==> config.mk <==
export PLATFORM = sky130hd
export DESIGN_NAME = imm_gen_pipe
export DESIGN_NICKNAME = d
export VERILOG_FILES = /design/src/rtl/imm_pkg.sv /design/src/rtl/imm_decode.sv /design/src/rtl/imm_gen_pipe_chk.sv /design/src/rtl/imm_gen_pipe.sv
export SDC_FILE = /design/constraint.sdc
export NUM_CORES = 1
export LEC_CHECK = 0
export CAP_MARGIN = 20
export CORE_MARGIN = 4
export CORE_UTILIZATION = 54
export DETAILED_ROUTE_END_ITERATION = 8
export PLACE_DENSITY = 0.94
export SLEW_MARGIN = 15
export SYNTH_ARGS = -nofsm -noshare
export SYNTH_HDL_FRONTEND = slang
export SYNTH_SLANG_ARGS = --single-unit
==> constraint.sdc <==
create_clock -name clk -period 4.85 [get_ports clk]
set_input_delay 1.2125 -clock clk [delete_from_list [all_inputs] [get_ports clk]]
set_output_delay 1.2125 -clock clk [all_outputs]
set_load 0.005 [all_outputs]
==> src/rtl/imm_pkg.sv <==
// Shared types and constants for the ID-stage immediate generator.
package imm_pkg;

    // Immediate format select as driven by the decoder.
    typedef enum logic [2:0] {
        IMM_I   = 3'd0,
        IMM_LD  = 3'd1,
        IMM_S   = 3'd2,
        IMM_B   = 3'd3,
        IMM_J   = 3'd4,
        IMM_U   = 3'd5,
        IMM_CSR = 3'd6,
        IMM_RSV = 3'd7
    } imm_sel_e;

    // Supported datapath widths.
    localparam int XLEN_32 = 32;
    localparam int XLEN_64 = 64;

    // True when the datapath width is one the generator supports.
    function automatic logic xlen_legal(input int xlen);
        return (xlen == XLEN_32) || (xlen == XLEN_64);
    endfunction

endpackage

==> src/rtl/imm_decode.sv <==
// Combinational immediate format mux. Every format fits in a signed 32-bit
// value (CSR uimm has bit 31 clear), so one sign-extension to XLEN covers all.
module imm_decode
    import imm_pkg::*;
#(
    parameter int XLEN = 32
) (
    input  logic [31:0]     inst,
    input  logic [2:0]      sel,
    output logic [XLEN-1:0] imm,
    output logic            err
);

    logic signed [31:0] narrow_s;
    logic               unused_opcode_s;

    // Opcode bits never feed an immediate.
    assign unused_opcode_s = ^inst[6:0];

    // Select the 32-bit immediate for the requested format.
    always_comb begin
        narrow_s = 32'sd0;
        err      = 1'b0;
        case (imm_sel_e'(sel))
            IMM_I, IMM_LD: narrow_s = {{20{inst[31]}}, inst[31:20]};
            IMM_S:         narrow_s = {{20{inst[31]}}, inst[31:25], inst[11:7]};
            IMM_B:         narrow_s = {{19{inst[31]}}, inst[31], inst[7], inst[30:25], inst[11:8], 1'b0};
            IMM_J:         narrow_s = {{11{inst[31]}}, inst[31], inst[19:12], inst[20], inst[30:21], 1'b0};
            IMM_U:         narrow_s = {inst[31:12], 12'd0};
            IMM_CSR:       narrow_s = {27'd0, inst[19:15]};
            default: begin
                narrow_s = 32'sd0;
                err      = 1'b1;
            end
        endcase
    end

    // Signed size cast extends bit 31 up to the datapath width.
    assign imm = XLEN'(narrow_s);

endmodule

==> src/rtl/imm_gen_pipe_chk.sv <==
// Elaboration-time sanity check on the generator parameters.
module imm_gen_pipe_chk
    import imm_pkg::*;
#(
    parameter int XLEN = 32
) ();

    generate
        if (!xlen_legal(XLEN)) begin : g_xlen_bad
            $error("imm_gen_pipe: XLEN must be 32 or 64");
        end
    endgenerate

endmodule

==> src/rtl/imm_gen_pipe.sv <==
// ID-stage immediate generator: decodes on the input side and carries the
// result plus its tag through a 2-entry FIFO skid buffer with valid/ready.
module imm_gen_pipe
    import imm_pkg::*;
#(
    parameter int XLEN  = 32,
    parameter int TAG_W = 32
) (
    input  logic             clk,
    input  logic             rst,
    input  logic             flush,
    input  logic             in_valid,
    output logic             in_ready,
    input  logic [31:0]      inst,
    input  logic [2:0]       ImmSel,
    input  logic [TAG_W-1:0] in_tag,
    output logic             out_valid,
    input  logic             out_ready,
    output logic [XLEN-1:0]  imm,
    output logic [TAG_W-1:0] out_tag,
    output logic             imm_err
);

    imm_gen_pipe_chk #(.XLEN(XLEN)) u_chk ();

    logic [XLEN-1:0]  dec_imm_s;
    logic             dec_err_s;

    // Head entry drives the outputs directly; skid holds the second entry.
    logic [XLEN-1:0]  head_imm_r;
    logic [TAG_W-1:0] head_tag_r;
    logic             head_err_r;
    logic [XLEN-1:0]  skid_imm_r;
    logic [TAG_W-1:0] skid_tag_r;
    logic             skid_err_r;

    logic [1:0]       count_r;
    logic [1:0]       count_nxt_s;
    logic             in_ready_r;
    logic             out_valid_r;

    logic             push_s;
    logic             pop_s;
    logic             head_from_dec_s;
    logic             head_from_skid_s;
    logic             skid_from_dec_s;

    imm_decode #(.XLEN(XLEN)) u_decode (
        .inst (inst),
        .sel  (ImmSel),
        .imm  (dec_imm_s),
        .err  (dec_err_s)
    );

    assign push_s = in_valid & in_ready_r;
    assign pop_s  = out_valid_r & out_ready;

    // Work out the next occupancy and which buffer slots load this cycle.
    always_comb begin
        count_nxt_s      = count_r;
        head_from_dec_s  = 1'b0;
        head_from_skid_s = 1'b0;
        skid_from_dec_s  = 1'b0;
        case ({push_s, pop_s})
            2'b10: begin
                if (count_r == 2'd0) begin
                    head_from_dec_s = 1'b1;
                    count_nxt_s     = 2'd1;
                end else begin
                    skid_from_dec_s = 1'b1;
                    count_nxt_s     = 2'd2;
                end
            end
            2'b01: begin
                if (count_r == 2'd2) begin
                    head_from_skid_s = 1'b1;
                    count_nxt_s      = 2'd1;
                end else begin
                    count_nxt_s      = 2'd0;
                end
            end
            2'b11: begin
                // Push only possible below full and pop only when non-empty,
                // so this is count 1: the new entry replaces the departing head.
                head_from_dec_s = 1'b1;
                count_nxt_s     = count_r;
            end
            default: begin
                count_nxt_s = count_r;
            end
        endcase
    end

    // Buffer state, handshake flags and registered outputs.
    always_ff @(posedge clk) begin
        if (rst) begin
            count_r     <= 2'd0;
            in_ready_r  <= 1'b1;
            out_valid_r <= 1'b0;
            head_imm_r  <= '0;
            head_tag_r  <= '0;
            head_err_r  <= 1'b0;
            skid_imm_r  <= '0;
            skid_tag_r  <= '0;
            skid_err_r  <= 1'b0;
        end else if (flush) begin
            count_r     <= 2'd0;
            in_ready_r  <= 1'b1;
            out_valid_r <= 1'b0;
        end else begin
            count_r     <= count_nxt_s;
            in_ready_r  <= (count_nxt_s < 2'd2);
            out_valid_r <= (count_nxt_s != 2'd0);
            if (head_from_dec_s) begin
                head_imm_r <= dec_imm_s;
                head_tag_r <= in_tag;
                head_err_r <= dec_err_s;
            end else if (head_from_skid_s) begin
                head_imm_r <= skid_imm_r;
                head_tag_r <= skid_tag_r;
                head_err_r <= skid_err_r;
            end else begin
                head_imm_r <= head_imm_r;
                head_tag_r <= head_tag_r;
                head_err_r <= head_err_r;
            end
            if (skid_from_dec_s) begin
                skid_imm_r <= dec_imm_s;
                skid_tag_r <= in_tag;
                skid_err_r <= dec_err_s;
            end else begin
                skid_imm_r <= skid_imm_r;
                skid_tag_r <= skid_tag_r;
                skid_err_r <= skid_err_r;
            end
        end
    end

    assign in_ready  = in_ready_r;
    assign out_valid = out_valid_r;
    assign imm       = head_imm_r;
    assign out_tag   = head_tag_r;
    assign imm_err   = head_err_r;

endmodule

==> results.toml, run 1 <==
[setup_path]
path_class = "in2reg"
critical-path-slowest-cell = "clkdlybuf4s50_1"
slowest_delay_ns = 0.45
cp-end-kind = "flip-flop"
required_ns = 5.26
path_max_fanout = 27
critPathArrivalTime_ns = 3.83
path_cells = "clkdlybuf4s50_1, nand2_1, inv_1, ha_1, or3b_4, a211oi_4, buf_4, nor3_1, a311oi_1"
ff2ff_path_depth = 8
cp-start-kind = "input port"

[timing]
fin_worst_skew_ns = 0.00787
worst_slew_pin_slew_ns = 1.01
tns_ns = 0
fin_crit_ns = 3.43
relSlewSlack = 0.324
fin_hold_ws_ns = 0.453
finalHoldViolations = 0
final.setup.worst_slack_ns = 1.42
finalCritPeriodShare = 0.706
fmax_ghz = 0.292
rsz0062_at_grt = "no"
maxSlewViolCount = 0
setup_violations = 0

[logic_synthesis]
ys_top_cells_by_count = "nand2_1, dfxtp_1, a21oi_1"
syn_nets = 792
ys.flop_type = "dfxtp_1"
synth-edff-count = 0
ys_ff_latch = 134
synth.area.top_cells = "dfxtp_1, nand2_1, a311oi_1"
synthArstFlopShare = 0
yosys.area.top_type = "dfxtp_1"
yosys.area.top_type_share = 0.450
yosysWarnings = 0
yosysSeqAreaShare = 0.450
synth_cell_types = 46
yosysMostFrequentCell = "nand2_1"
avgSynthCellArea_um2 = 8.31
syn_inst = 717
syn-cell-area_um2 = 5960

[routing]
wirelength_um = 16800
drc = 0
ant_nets = 0
avgViaCountPerCell = 6.08
drtIter0Drc = 644
wl_per_cell_um = 17.6
vias = 5821
drtPass1Iterations = 7

[power]
powerDensity_nw_per_um2 = 356
p_leak_nw = 2.54
peakVddDrop_mv = 0.235

[clock_tree]
cts_resized = 0
clkTransAtPathRegs_ns = 0.06
cts_tree = "built"
cts.sinks = 134
clk_latency_ns = 0.52
htreeDepth = 4
hold_buffers = 0
clockBufferDepth = 2
cts_buffers = 17
root_buffer = "clkbuf_8"
cts_setup_buffers = 0

[floorplanning]
start_util = 0.550
coreArea_um2 = 10800
rows = 38
die_area_um2 = 12800
die_x_um = 113
pin_count = 139
die_h_um = 113

[status]
status = "complete, no violations"

[global_routing]
grt_pass1_wl_um = 27100
grt_remaining_overflow = 0
grt_pass1_vias = 5438
antenna_found_initial = 0
grt_max_degree = 80
grt.total_usage = 0.260

[worst_hold_path]
hold_depth = 2
hold_class = "reg2reg"

[placed_design]
placed_cells = 925
globalplace.congestion = 0.763
place_ws_ns = 0.807
hpwl_um = 9710
port_buffers = 131

[finish]
syn_to_final_growth_pct = 31.5
drive_gt1_frac = 0.0906
final_cells = 957
fin_util = 0.723
diodes = 0
nets = 880

[job]
maxCapViolations = 0
[worst max-delay path, delay by kind of cell]
family          cells  cell delay [ns]
simple gates        3             0.73
buf+inv             3             0.96
fa+ha+maj           1             0.23
compound gates      2             0.69
[cells by family (layout without fill, tap and decap cells)]
logic type,Yosys count,after routing,synth area share
adder cells (fa/ha/maj),3,3,0.00630
buffers and inverters,85,185,0.0702
flip-flops,134,134,0.450
AO/OA/AOI/OAI,165,165,0.224
multiplexers,11,11,0.0197
AND/OR/NAND/NOR,319,319,0.230
[through the flow]
stage | cell area [um^2] | total power [mW]
floorplan | 5960 | 1.33
global placement | 7210 | 1.47
detailed placement | 7210 | 1.48
CTS | 7810 | 2.81
global route | 7830 | 2.89
finish | 7830 | 2.79
[power breakdown]
part / leakage [nW] / internal, mW / switching [mW]
Clock: 0.294 / 0.847 / 0.482
Sequential: 1.09 / 1.13 / 0.0176
Combinational: 1.16 / 0.150 / 0.164
Total: 2.54 / 2.13 / 0.664
[flip-flops by register name, summed over array words and instances (netlist names)]
name        count
out_valid       1
skid_tag_r     32
count_r         2
skid_imm_r     32
in_ready        1
imm            32
out_tag        32
imm_err         1
skid_err_r      1
[area by class of cell]
| class | count | area (um^2) |
|---|---|---|
| Fill cell | 782 | 3010 |
| Inverter | 11 | 41.3 |
| Tap cell | 140 | 175 |
| Timing Repair Buffer | 143 | 1440 |
| Sequential cell | 134 | 2680 |
| Clock buffer | 19 | 432 |
| Clock inverter | 12 | 176 |
| Multi-Input combinational cell | 498 | 2890 |
[per-layer routing]
layer | routed length, um | GRT usage | part of all wire | vias to the layer above
met4 | 388 | 0.0825 | 0.023 | 0
met2 | 8210 | 0.435 | 0.49 | 299
met1 | 6750 | 0.334 | 0.40 | 2757
li1 | - | - | - | 2722
met3 | 1480 | 0.0604 | 0.088 | 43
met5 | 0 | 0 | 0 | -
[final timing paths]
kind                       from            end  slack, ns
setup / recovery       in_valid     out_tag[4]       1.42
hold reg to reg   skid_tag_r[0]  skid_tag_r[0]       0.45
hold / removal    skid_tag_r[0]  skid_tag_r[0]       0.45
setup reg to reg       in_ready     out_tag[4]       2.24
[layout by cell type (no fill, tap or decap), drive strengths merged, types with 3 or more instances in the layout]
cell type,synthesis,final
nand2,185,185
dfxtp,134,134
clkdlybuf4s50,0,130
a21oi,53,53
nor3,51,51
nor2,45,45
a311oi,44,44
a211oi,19,19
clkbuf,48,19
a221oi,17,17
nand3,16,16
o32ai,15,15
inv,11,13
buf,26,13
mux2,6,6
a22oi,5,5
mux2i,5,5
o22ai,5,5
and2,4,4
nor2b,4,4
bufinv,0,4
clkinv,0,4
ha,3,3
nor3b,3,3
Note: power is estimated with default switching activity, not from simulation.
==> run 2, diff against run 1 <==
--- a/config.mk
+++ b/config.mk
@@ -7,9 +7,9 @@
 export LEC_CHECK = 0
 export CAP_MARGIN = 20
 export CORE_MARGIN = 4
-export CORE_UTILIZATION = 54
+export CORE_UTILIZATION = 50
 export DETAILED_ROUTE_END_ITERATION = 8
-export PLACE_DENSITY = 0.94
+export PLACE_DENSITY = 0.89
 export SLEW_MARGIN = 15
 export SYNTH_ARGS = -nofsm -noshare
 export SYNTH_HDL_FRONTEND = slang
==> constraint.sdc (replaced) <==
create_clock -name clk -period 3.55 [get_ports clk]
set_input_delay 0.8875 -clock clk [delete_from_list [all_inputs] [get_ports clk]]
set_output_delay 0.8875 -clock clk [all_outputs]
set_load 0.005 [all_outputs]
==> run 2 against run 1 <==
  * First-iteration DRC count rose by 3.6%
  * Routed wire length decreased by 1.1%
  * Clock power increased by 23%
  * Cell count rose by 1.1%
  * Highest routed layer unchanged
==> results.toml, run 2 (same netlist as run 1, synthesis figures left out) <==
[status]
status = "complete, no violations"

[setup_path]
cp-end-kind = "flip-flop"
cp-start-kind = "input port"
reg2reg_to = "imm[30]"
r2r-start = "in_ready"
required_ns = 3.85
crit_start = "in_valid"
path_class = "in2reg"
cp-endpoint = "imm[30]"
critPathArrivalTime_ns = 3.40
r2r_setup_slack_ns = 1.06
path_max_fanout = 29
ff2ff_path_depth = 8

[timing]
tns_ns = 0
fin_worst_skew_ns = 0.00793
finalCritPeriodShare = 0.871
maxSlewViolCount = 0
fmax_ghz = 0.323
rsz0062_at_grt = "no"
worst_slew_pin_slew_ns = 0.862
setup_violations = 0
relSlewSlack = 0.425
finalHoldViolations = 0
fin_crit_ns = 3.09

[routing]
wirelength_um = 16600
vias = 5726
avgViaCountPerCell = 5.92
drtPass1Iterations = 5
drtIter0Drc = 667
drc = 0
wl_per_cell_um = 17.2
ant_nets = 0

[clock_tree]
clk_latency_ns = 0.41
cts_resized = 0
cts_buffers = 17
cts_setup_buffers = 0
clkTransAtPathRegs_ns = 0.06
root_buffer = "clkbuf_16"
htreeDepth = 4
cts_tree = "built"
hold_buffers = 0
clockBufferDepth = 2
cts.sinks = 134

[floorplanning]
die_h_um = 117
pin_count = 139
die_area_um2 = 13700
die_x_um = 117
coreArea_um2 = 11500
rows = 39
start_util = 0.517

[finish]
final_common_cell = "nand2_1"
drive_gt1_frac = 0.101
final_cells = 968
nets = 888
layout_common_cells = "nand2_1, dfxtp_1, clkdlybuf4s50_1, a21oi_1, nor3_1"
fillers = 913
diodes = 0
syn_to_final_growth_pct = 32.0

[placed_design]
globalplace.congestion = 0.784
port_buffers = 131
placed_cells = 937
hpwl_um = 10100

[global_routing]
grt_remaining_overflow = 0
grt_pass1_wl_um = 26500
grt_max_degree = 57
grt_pass1_vias = 5431
grt.total_usage = 0.242
antenna_found_initial = 0

[power]
powerDensity_nw_per_um2 = 462
total_power_mw = 3.64
peakVddDrop_mv = 0.260
p_leak_nw = 2.56

[job]
maxCapViolations = 0

[worst_hold_path]
hold_class = "reg2reg"
[run 2: worst min path at each step]
stage,to,cells after the start,slack [ns],startpoint
after floorplan,skid_err_r,2,0.44,skid_err_r
after global placement,skid_tag_r[17],2,0.44,skid_tag_r[17]
after detailed placement,skid_tag_r[24],2,0.45,skid_tag_r[24]
after global routing,skid_tag_r[5],2,0.47,skid_tag_r[5]
final,skid_tag_r[21],2,0.45,skid_tag_r[21]
after CTS,skid_tag_r[24],2,0.45,skid_tag_r[24]
[run 2: layout make-up]
class	count	area, um^2	share of cell area
multi-input cells	498	2890	0.368
flip-flops and latches	134	2680	0.341
repair buffers	151	1520	0.194
clock buffers	18	439	0.0559
well taps	143	179	0.0228
clock inverters	13	109	0.0138
inverters	11	41.3	0.00525
[run 2: critical path, stage by stage]
cell             delay (ns)
clkdlybuf4s50_1        0.45
nand2_1                0.07
inv_1                  0.08
ha_1                   0.24
or3b_4                 0.45
a211oi_4               0.35
buf_12                 0.23
o21ai_4                0.24
o32ai_1                0.37
[run 2: metrics by stage]
stage / area [um^2] / worst slack [ns] / utilization / hold slack, ns
final: 7860 / 0.458 / 0.683 / 0.452
after CTS: 7860 / 0.457 / 0.683 / 0.454
after detailed placement: 7310 / 0.0849 / 0.635 / 0.447
after floorplan: 5960 / 0.862 / - / 0.437
after global routing: 7860 / 0.312 / 0.683 / 0.467
after global placement: 7310 / 0.189 / 0.635 / 0.442
[run 2: report_power, final]
part / switching, mW / internal, mW / total [mW] / leakage [nW]
Clock: 0.658 / 0.971 / 1.63 / 0.256
Combinational: 0.226 / 0.212 / 0.438 / 1.21
Sequential: 0.0230 / 1.55 / 1.57 / 1.09
[run 2: routing by layer]
layer / share of wire / GRT usage / wire length [um]
met2: 0.48 / 0.397 / 8070
met5: 0 / 0 / 0
met1: 0.42 / 0.307 / 6970
met3: 0.069 / 0.0576 / 1150
met4: 0.027 / 0.102 / 457
==> run 3, diff against run 2 <==
--- a/config.mk
+++ b/config.mk
@@ -7,9 +7,10 @@
 export LEC_CHECK = 0
 export CAP_MARGIN = 20
 export CORE_MARGIN = 4
-export CORE_UTILIZATION = 50
+export CORE_UTILIZATION = 52
+export CTS_BUF_LIST = sky130_fd_sc_hd__clkbuf_2
 export DETAILED_ROUTE_END_ITERATION = 8
-export PLACE_DENSITY = 0.89
+export PLACE_DENSITY = 0.92
 export SLEW_MARGIN = 15
 export SYNTH_ARGS = -nofsm -noshare
 export SYNTH_HDL_FRONTEND = slang
==> run 3 against run 2 <==
  * Routed wire length down 4.0%
  * Design area down 3.2%
  * Die area down 3.6%
  * Count of clock-buffer cells in the layout down 1
  * Non-clock buffer count up 5
  * Largest cell class unchanged
  * Largest power group is now sequential cells
  * Highest routed layer unchanged
==> results.toml, run 3 (same netlist as run 1, synthesis figures left out) <==
[placed_design]
place_ws_ns = 0.158
hpwl_um = 10500
port_buffers = 131
globalplace.congestion = 0.826

[status]
status = "complete, no violations"

[clock_tree]
clk_latency_ns = 0.65
root_buffer = "clkbuf_2"
clkTransAtPathRegs_ns = 0.21
cts_setup_buffers = 0
cts_tree = "built"
cts_buffers = 17
cts.sinks = 134
htreeDepth = 4
clockBufferDepth = 2
hold_buffers = 0
cts_resized = 0

[global_routing]
antenna_found_initial = 0
grt_pass1_vias = 5363
grt_remaining_overflow = 0
grt_pass1_wl_um = 25700
grt_max_degree = 60
grt.total_usage = 0.237

[routing]
drtPass1Iterations = 6
drtIter0Drc = 695
avgViaCountPerCell = 5.86
wl_per_cell_um = 16.5
ant_nets = 0
wirelength_um = 16000
drc = 0
vias = 5694

[power]
peakVddDrop_mv = 0.253
p_leak_nw = 2.48
powerDensity_nw_per_um2 = 401

[timing]
fin_crit_ns = 2.73
worst_slew_pin_slew_ns = 0.796
maxSlewViolCount = 0
final.setup.worst_slack_ns = 0.820
tns_ns = 0
finalHoldViolations = 0
fin_worst_skew_ns = 0.0385
setup_violations = 0
rsz0062_at_grt = "no"
fmax_ghz = 0.366
relSlewSlack = 0.467
finalCritPeriodShare = 0.769

[setup_path]
path_class = "in2reg"
cp-start-kind = "input port"
r2r_setup_slack_ns = 1.14
cp-end-kind = "flip-flop"
critPathArrivalTime_ns = 3.30
crit_start = "in_valid"
required_ns = 4.12
ff2ff_path_depth = 8
cp-endpoint = "out_tag[12]"
reg2reg_to = "out_tag[12]"
r2r-start = "in_ready"
path_max_fanout = 22

[floorplanning]
start_util = 0.540
pin_count = 139
die_area_um2 = 13200
die_h_um = 115
coreArea_um2 = 11000
rows = 38
die_x_um = 115

[finish]
diodes = 0
nets = 893
layout_common_cells = "nand2_1, dfxtp_1, clkdlybuf4s50_1, a21oi_1, nor3_1"
final_common_cell = "nand2_1"
drive_gt1_frac = 0.107
syn_to_final_growth_pct = 27.7

[job]
maxCapViolations = 0

[worst_hold_path]
hold_class = "reg2reg"
## run 3: changes by cell type in the layout (fill, tap and decap cells not counted)
cell        delta
clkbuf_16     -17
bufinv_16      +3
inv_6          +2
clkinv_2       -1
clkbuf_8       -1
buf_4          +7
clkinv_4       +3
clkinvlp_4     -5
clkbuf_2      +17
buf_12         -2
## run 3: layout make-up
class	instances	area, um^2
clock buffer	17	85.1
clock inverter	15	200
fill	867	3420
inverter	11	41.3
multi-input combinational	498	2890
sequential	134	2680
tap	140	175
timing repair buffer	156	1530
## run 3: power by group
group | total (mW) | switching, mW | internal (mW) | leakage (nW)
registers | 1.57 | 0.0233 | 1.55 | 1.09
logic | 0.436 | 0.223 | 0.213 | 1.23
clock network | 1.05 | 0.579 | 0.468 | 0.169
total | 3.05 | 0.825 | 2.23 | 2.48
## run 3: how the worst min path moves through the flow
stage / start / endpoint / slack (ns) / cells after the start
2_1_floorplan: skid_err_r / skid_err_r / 0.44 / 2
3_3_place_gp: skid_tag_r[11] / skid_tag_r[11] / 0.44 / 2
3_5_place_dp: skid_tag_r[16] / skid_tag_r[16] / 0.45 / 2
4_1_cts: skid_tag_r[7] / skid_tag_r[7] / 0.47 / 2
5_1_grt: skid_err_r / skid_err_r / 0.48 / 2
6_report: skid_tag_r[7] / skid_tag_r[7] / 0.47 / 2
## run 3: routing by layer
layer / vias up / GRT usage / wire length [um]
met5: - / 0 / 0
met4: 0 / 0.0626 / 178
met3: 20 / 0.0547 / 1250
met2: 250 / 0.398 / 7890
met1: 2679 / 0.308 / 6660
li1: 2745 / - / -
## run 3: through the flow
stage	std cells	utilization	power [mW]	cell area, um^2	hold slack (ns)
2_1_floorplan	717	-	1.82	5960	0.437
3_3_place_gp	939	0.664	2.02	7320	0.442
3_5_place_dp	939	0.664	2.03	7320	0.447
4_1_cts	971	0.690	3.07	7610	0.468
5_1_grt	971	0.690	3.18	7610	0.482
6_report	971	0.690	3.05	7610	0.467
## run 3: critical path: stages
cell             delay, ns
clkdlybuf4s50_1       0.45
nand2_1               0.08
inv_1                 0.08
ha_1                  0.16
or3b_4                0.43
a211oi_4              0.46
buf_4                 0.36
nor3_1                0.10
a311oi_1              0.27
